## src/rtl/ow_byte_master_if.sv

```systemverilog
// Command/status bundle between the SPI command decoder and the 1-Wire byte master.
// The decoder drives the master modport; the byte master uses the slave modport.
interface ow_byte_master_if;
    logic       reset;
    logic       write_byte;
    logic       read_byte;
    logic [7:0] in_byte;
    logic [7:0] out_byte;
    logic       presense;
    logic       busy;
    logic       done;

    modport master (
        output reset, write_byte, read_byte, in_byte,
        input  out_byte, presense, busy, done
    );

    modport slave (
        input  reset, write_byte, read_byte, in_byte,
        output out_byte, presense, busy, done
    );
endinterface

```

## src/rtl/ow_byte_master.sv

```systemverilog
// Byte-level standard-speed 1-Wire master: reset/presence, write-byte and read-byte
// sequences built from a microsecond prescaler, driving an open-drain bus line.
module ow_byte_master #(
    parameter int CLKS_PER_US = 50
) (
    input  logic             clk,
    input  logic             rst,
    ow_byte_master_if.slave  cmd,
    output logic             wire_out,
    input  logic             wire_in
);

    localparam int PRE_W = (CLKS_PER_US > 1) ? $clog2(CLKS_PER_US) : 1;
    localparam logic [PRE_W-1:0] PRE_LAST = PRE_W'(CLKS_PER_US - 1);
    localparam logic [PRE_W-1:0] PRE_ONE  = PRE_W'(1);

    typedef enum logic [3:0] {
        S_IDLE     = 4'd0,
        S_RST_LOW  = 4'd1,
        S_RST_WAIT = 4'd2,
        S_RST_REC  = 4'd3,
        S_WR_LOW   = 4'd4,
        S_WR_REL   = 4'd5,
        S_RD_LOW   = 4'd6,
        S_RD_WAIT  = 4'd7,
        S_RD_REC   = 4'd8,
        S_DONE     = 4'd9
    } state_t;

    state_t           state_r;
    state_t           next_s;
    logic [PRE_W-1:0] pre_r;
    logic [9:0]       t_r;
    logic [9:0]       lim_s;
    logic [2:0]       idx_r;
    logic [7:0]       tx_r;
    logic [7:0]       rx_r;
    logic             rd_op_r;
    logic             sync1_r;
    logic             sync2_r;
    logic             wire_out_r;
    logic             busy_r;
    logic             done_r;
    logic             presense_r;
    logic [7:0]       out_byte_r;
    logic             wire_s;
    logic             busy_s;
    logic             done_s;
    logic             tick_s;
    logic             at_lim_s;
    logic             enter_s;
    logic             accept_s;

    assign tick_s   = (pre_r == PRE_LAST);
    assign at_lim_s = tick_s && (t_r == lim_s);
    assign enter_s  = (next_s != state_r);
    assign accept_s = (state_r == S_IDLE) && (next_s != S_IDLE);

    assign wire_out     = wire_out_r;
    assign cmd.busy     = busy_r;
    assign cmd.done     = done_r;
    assign cmd.presense = presense_r;
    assign cmd.out_byte = out_byte_r;

    // Two-flop synchronizer for the asynchronous bus readback; idles released (high).
    always_ff @(posedge clk) begin
        if (rst) begin
            sync1_r <= 1'b1;
            sync2_r <= 1'b1;
        end else begin
            sync1_r <= wire_in;
            sync2_r <= sync1_r;
        end
    end

    // State register.
    always_ff @(posedge clk) begin
        if (rst) begin
            state_r <= S_IDLE;
        end else begin
            state_r <= next_s;
        end
    end

    // Last microsecond index of the current state; write phases depend on the bit value.
    always_comb begin
        lim_s = 10'd0;
        case (state_r)
            S_RST_LOW:  lim_s = 10'd479;
            S_RST_WAIT: lim_s = 10'd69;
            S_RST_REC:  lim_s = 10'd409;
            S_WR_LOW:   lim_s = tx_r[idx_r] ? 10'd5 : 10'd59;
            S_WR_REL:   lim_s = tx_r[idx_r] ? 10'd63 : 10'd9;
            S_RD_LOW:   lim_s = 10'd5;
            S_RD_WAIT:  lim_s = 10'd8;
            S_RD_REC:   lim_s = 10'd54;
            default:    lim_s = 10'd0;
        endcase
    end

    // Next-state logic; commands are only looked at in IDLE, reset has top priority.
    always_comb begin
        next_s = state_r;
        case (state_r)
            S_IDLE: begin
                if (cmd.reset)           next_s = S_RST_LOW;
                else if (cmd.write_byte) next_s = S_WR_LOW;
                else if (cmd.read_byte)  next_s = S_RD_LOW;
                else                     next_s = S_IDLE;
            end
            S_RST_LOW:  next_s = at_lim_s ? S_RST_WAIT : S_RST_LOW;
            S_RST_WAIT: next_s = at_lim_s ? S_RST_REC  : S_RST_WAIT;
            S_RST_REC:  next_s = at_lim_s ? S_DONE     : S_RST_REC;
            S_WR_LOW:   next_s = at_lim_s ? S_WR_REL   : S_WR_LOW;
            S_WR_REL: begin
                if (!at_lim_s)           next_s = S_WR_REL;
                else if (idx_r == 3'd7)  next_s = S_DONE;
                else                     next_s = S_WR_LOW;
            end
            S_RD_LOW:   next_s = at_lim_s ? S_RD_WAIT : S_RD_LOW;
            S_RD_WAIT:  next_s = at_lim_s ? S_RD_REC  : S_RD_WAIT;
            S_RD_REC: begin
                if (!at_lim_s)           next_s = S_RD_REC;
                else if (idx_r == 3'd7)  next_s = S_DONE;
                else                     next_s = S_RD_LOW;
            end
            S_DONE:     next_s = S_IDLE;
            default:    next_s = S_IDLE;
        endcase
    end

    // Output decode; busy stays up through the done cycle so it falls one edge later.
    always_comb begin
        wire_s = 1'b1;
        case (state_r)
            S_RST_LOW, S_WR_LOW, S_RD_LOW: wire_s = 1'b0;
            default:                       wire_s = 1'b1;
        endcase
        busy_s = (state_r != S_IDLE) || done_r;
        done_s = (state_r == S_DONE);
    end

    // Registered outputs.
    always_ff @(posedge clk) begin
        if (rst) begin
            wire_out_r <= 1'b1;
            busy_r     <= 1'b0;
            done_r     <= 1'b0;
        end else begin
            wire_out_r <= wire_s;
            busy_r     <= busy_s;
            done_r     <= done_s;
        end
    end

    // Prescaler and microsecond counter restart on every state entry for exact intervals.
    always_ff @(posedge clk) begin
        if (rst) begin
            pre_r <= {PRE_W{1'b0}};
            t_r   <= 10'd0;
        end else if (enter_s || (state_r == S_IDLE)) begin
            pre_r <= {PRE_W{1'b0}};
            t_r   <= 10'd0;
        end else if (tick_s) begin
            pre_r <= {PRE_W{1'b0}};
            t_r   <= t_r + 10'd1;
        end else begin
            pre_r <= pre_r + PRE_ONE;
        end
    end

    // Operation datapath: byte latch, bit index, read shift, presence and result byte.
    always_ff @(posedge clk) begin
        if (rst) begin
            idx_r      <= 3'd0;
            tx_r       <= 8'h00;
            rx_r       <= 8'h00;
            rd_op_r    <= 1'b0;
            presense_r <= 1'b0;
            out_byte_r <= 8'h00;
        end else begin
            if (accept_s) begin
                tx_r    <= cmd.in_byte;
                idx_r   <= 3'd0;
                rd_op_r <= (next_s == S_RD_LOW);
            end else if (at_lim_s && ((state_r == S_WR_REL) || (state_r == S_RD_REC))) begin
                idx_r <= idx_r + 3'd1;
            end
            if (accept_s && (next_s == S_RST_LOW)) begin
                presense_r <= 1'b0;
            end else if ((state_r == S_RST_WAIT) && at_lim_s) begin
                presense_r <= ~sync2_r;
            end
            if ((state_r == S_RD_WAIT) && at_lim_s) begin
                rx_r[idx_r] <= sync2_r;
            end
            if ((state_r == S_DONE) && rd_op_r) begin
                out_byte_r <= rx_r;
            end
        end
    end

endmodule

```

## src/flat_wrapper.sv

```systemverilog
// flat-port wrapper written by rule: the top's interface ports become plain ports
module ow_byte_master_flat 
#(
    parameter int CLKS_PER_US = 50
)
  (clk, rst, wire_out, wire_in, cmd_reset, cmd_write_byte, cmd_read_byte, cmd_in_byte, cmd_out_byte, cmd_presense, cmd_busy, cmd_done);
  ow_byte_master_if cmd_i ();
  input  logic clk;
  input  logic rst;
  output logic wire_out;
  input  logic wire_in;
  input wire logic [$bits(cmd_i.reset)-1:0] cmd_reset;
  input wire logic [$bits(cmd_i.write_byte)-1:0] cmd_write_byte;
  input wire logic [$bits(cmd_i.read_byte)-1:0] cmd_read_byte;
  input wire logic [$bits(cmd_i.in_byte)-1:0] cmd_in_byte;
  output wire logic [$bits(cmd_i.out_byte)-1:0] cmd_out_byte;
  output wire logic [$bits(cmd_i.presense)-1:0] cmd_presense;
  output wire logic [$bits(cmd_i.busy)-1:0] cmd_busy;
  output wire logic [$bits(cmd_i.done)-1:0] cmd_done;
  assign cmd_i.reset = cmd_reset;
  assign cmd_i.write_byte = cmd_write_byte;
  assign cmd_i.read_byte = cmd_read_byte;
  assign cmd_i.in_byte = cmd_in_byte;
  assign cmd_out_byte = cmd_i.out_byte;
  assign cmd_presense = cmd_i.presense;
  assign cmd_busy = cmd_i.busy;
  assign cmd_done = cmd_i.done;
  ow_byte_master #(.CLKS_PER_US(CLKS_PER_US)) u_core (.clk(clk), .rst(rst), .cmd(cmd_i), .wire_out(wire_out), .wire_in(wire_in));
endmodule
```

## config.mk

```make
export PLATFORM = sky130hd
export DESIGN_NAME = ow_byte_master_flat
export DESIGN_NICKNAME = d
export VERILOG_FILES = /design/src/rtl/ow_byte_master_if.sv /design/src/rtl/ow_byte_master.sv /design/src/flat_wrapper.sv
export SDC_FILE = /design/constraint.sdc
export NUM_CORES = 1
export LEC_CHECK = 0
export CAP_MARGIN = 20
export CORE_ASPECT_RATIO = 0.8
export CORE_MARGIN = 2
export CORE_UTILIZATION = 38
export DETAILED_ROUTE_END_ITERATION = 7
export GPL_ROUTABILITY_DRIVEN = 1
export PLACE_DENSITY = 0.7
export RECOVER_POWER = 100
export SETUP_SLACK_MARGIN = 0.15
export SYNTH_ARGS = -nofsm -noshare
export SYNTH_HDL_FRONTEND = slang
export SYNTH_SLANG_ARGS = --single-unit
```

## constraint.sdc

```tcl
create_clock -name clk -period 2.42 [get_ports clk]
set_input_delay 0.605 -clock clk [delete_from_list [all_inputs] [get_ports clk]]
set_output_delay 0.605 -clock clk [all_outputs]
set_load 0.03 [all_outputs]
```

==> out/metrics.cfg <==
[route]
ant_nets=0
routed_wl_um=8220
first_pass_iters=5
vias=2928
avgRoutedWirePerCell_um=15.22
drc_errors=0
routed_via_density=5.422
drt_iter0_drc=217

[power_and_ir_drop]
cellPowerDensity_nw_per_um2=479.2
design_power_total_mw=2.051
vdd_drop_max_uv=283.3
power.switching_mw=0.5684
p_leak_nw=1.633
p_int_mw=1.482
p_comb_share_pct=23.2
pwr-share-seq_pct=46.0
clkPwrFrac_pct=30.9
swShare_pct=27.72

[setup_path]
cp.required_ns=2.67
path_cells=mux2_4 -> o22a_4 -> a2111oi_4 -> a21oi_1 -> a22o_1 -> and2_4 -> mux2i_4 -> buf_4 -> or3_1 -> o21ai_1
slowest_stage=dfxtp_4
critical_path_class=reg2reg
path_buf_inv=1
slowest_delay_ns=0.42
arrival_ns=2.88
critPathMaxFanout=6
critPathTopFamily=compound AO/OA/AOI/OAI gates
end_kind=register
critPathLaunchType=register

[grt]
grt-ovfl-total=0
grt_max_degree=26
grt_pass1_wl_um=13250
grt_pass1_vias=2758
antenna_found_initial=0
grt_usage_pct=17.96

[yosys]
async_flop_share_pct=0
yosys.area.top_type=dfxtp_1
synthTopCellsByArea=dfxtp_1, mux2i_1, nand2b_1
synth_seq_cells=54
synth_fa_ha_area_share_pct=1.962
synthMuxAreaShare_pct=10.59
yosysMostFrequentCell=dfxtp_1
yosysSeqAreaShare_pct=33.90
synth.top_cells.by_count=dfxtp_1, nor2_1, nand2b_1
synth_xor_area_share_pct=4.394
synth_top_family_by_area=simple AND/OR/NAND/NOR gates
postSynthNetCount=383
avgSynthCellArea_um2=8.762
yosysUniqueCellTypes=69
yosys_warnings=0
synth_compound_area_share_pct=16.63
ys.flop_type=dfxtp_1
netlist_area_um2=3189
synth_edf_count=0
synth_simple_gate_area_share_pct=27.27
synth_top_area_share_pct=33.90
postSynthCellCount=364

[clocking]
clkTransAtPathRegs_ns=0.10
h-tree-depth=2
cts.sinks=54
ctsHoldBuffers=0
cts_tree=yes
clock_insertion_delay_worst_skew_ns=0.31
cts_buffers=5
cts-root-buf=clkbuf_8
clockBufferDepth=2

[place]
portBuffers=25
place_congestion=0.8905
dp_hpwl_um=5586
post-place-ws_ns=-0.4591
dp_cells=525

[status]
status=finished, violations left
violations=negative setup slack

[timing]
finalHoldViolations=0
tightest_slew_ns=0.7482
setup_violations=39
skew_ns=0.004714
slew_headroom_pct=50.12
period_minus_slack_ns=2.632
fin_crit_sh_pct=108.8
worst_slack_ns=-0.2123
max_freq_mhz=379.9
rsz0062_at_grt=true
slew_viol_final=0
hold_slack_ns=0.4265

[finish]
nets=451
insertedDiodeCount=0
drive_gt1_share_pct=29.17
final_cells=540
syn2layout_area_growth_pct=34.17

[floorplanning]
coreArea_um2=8055
start_util_pct=39.59
ios=26
die_h_um=85.94
rows=29
die_area_um2=9146
die-width_um=106.4

[run]
max-cap-violations=0

[worst_hold_path]
min_path_type=reg2reg

## worst paths after layout
path                                       from              to  slack, ns  depth (start not counted)
worst max-delay path            u_core.idx_r[0]  u_core.rd_op_r      -0.21                         10
worst min-delay path             u_core.sync1_r  u_core.sync2_r       0.43                          1
worst min register to register   u_core.sync1_r  u_core.sync2_r       0.43                          1
worst max register to register  u_core.idx_r[0]  u_core.rd_op_r      -0.21                         10
## power groups by stage
stage / registers (mW) / logic [mW] / clock network (mW)
global route: 0.947 / 0.509 / 0.682
floorplan: 0.960 / 0.281 / 0
CTS: 0.942 / 0.465 / 0.641
global placement: 0.963 / 0.439 / 0
finish: 0.943 / 0.475 / 0.633
detailed placement: 0.965 / 0.447 / 0
## cell type report
class,instances,area [µm²]
multi-input combinational,277,2116
clock inverter,1,30.03
timing repair buffer,89,804.5
sequential,54,1092
fill,707,3776
tap,108,135.1
inverter,5,18.77
clock buffer,6,82.58
## flip-flops by register name, summed over array words and instances (netlist names)
signal and flops:
u_core.sync2_r 1, u_core.cmd.done 1, u_core.cmd.busy 1, u_core.cmd.out_byte 8
u_core.tx_r 8, u_core.cmd.presense 1, u_core.rx_r 8, u_core.t_r 10
u_core.sync1_r 1, u_core.rd_op_r 1, u_core.wire_out 1, u_core.state_r 4
u_core.idx_r 3, u_core.pre_r 6
## stage by stage
| stage | TNS [ns] | cell area [µm²] | util, % |
|---|---|---|---|
| after detailed placement | -13.61 | 3930 | 48.79 |
| after global placement | -10.79 | 3930 | 48.79 |
| after global routing | -8.010 | 4279 | 53.12 |
| final | -4.453 | 4279 | 53.12 |
| after CTS | -3.601 | 4220 | 52.39 |
| after floorplan | -0.9696 | 3223 | - |
## cell families (layout without fill, tap and decap cells)
kind of cell	count (synthesis)	in the layout
and+or+nand+nor	153	153
AOI/OAI and AO/OA	72	72
DFF	54	54
buffers and inverters	33	101
muxes	31	31
xor gates and xnor gates	16	16
adders and majority gates	5	5
## placed cells by master (no fill, tap or decap), types with 3 or more instances in the layout
master,netlist,layout
buf_4,1,54
dfxtp_1,54,49
nor2_1,35,34
nand2b_1,28,28
mux2i_1,27,26
a21oi_1,15,15
nand2_1,13,13
dlygate4sd3_1,0,13
clkdlybuf4s50_1,0,12
o21ai_0,19,11
nor2_2,10,11
nor2b_1,10,10
nor3_2,0,8
xor2_1,8,8
xnor2_1,8,7
and3_1,6,6
nand4_1,6,6
clkbuf_8,0,6
nor3_1,15,5
o31ai_1,7,5
o21ai_2,0,5
ha_1,5,5
buf_12,0,5
inv_1,4,4
nor3b_1,4,4
nand3_1,4,4
buf_6,4,4
mux2_4,3,3
a31oi_1,3,3
o21ai_1,1,3
or3_1,3,3
dfxtp_2,0,3
## repair_timing
| action | CTS | global route |
|---|---|---|
| pin swaps | 9 | 4 |
| setup endpoints to repair | 41 | 41 |
| buffers inserted | 8 | 0 |
| resized for setup | 23 | 14 |
## metal layers
metal	vias up	global-route usage [%]	part of all wire [%]
li1	1425	-	-
met2	108	28.90	47
met3	9	2.508	6.4
met1	1386	25.52	46
met5	-	0	0
met4	0	4.368	1.2
Note: power is estimated with default switching activity, not from simulation.
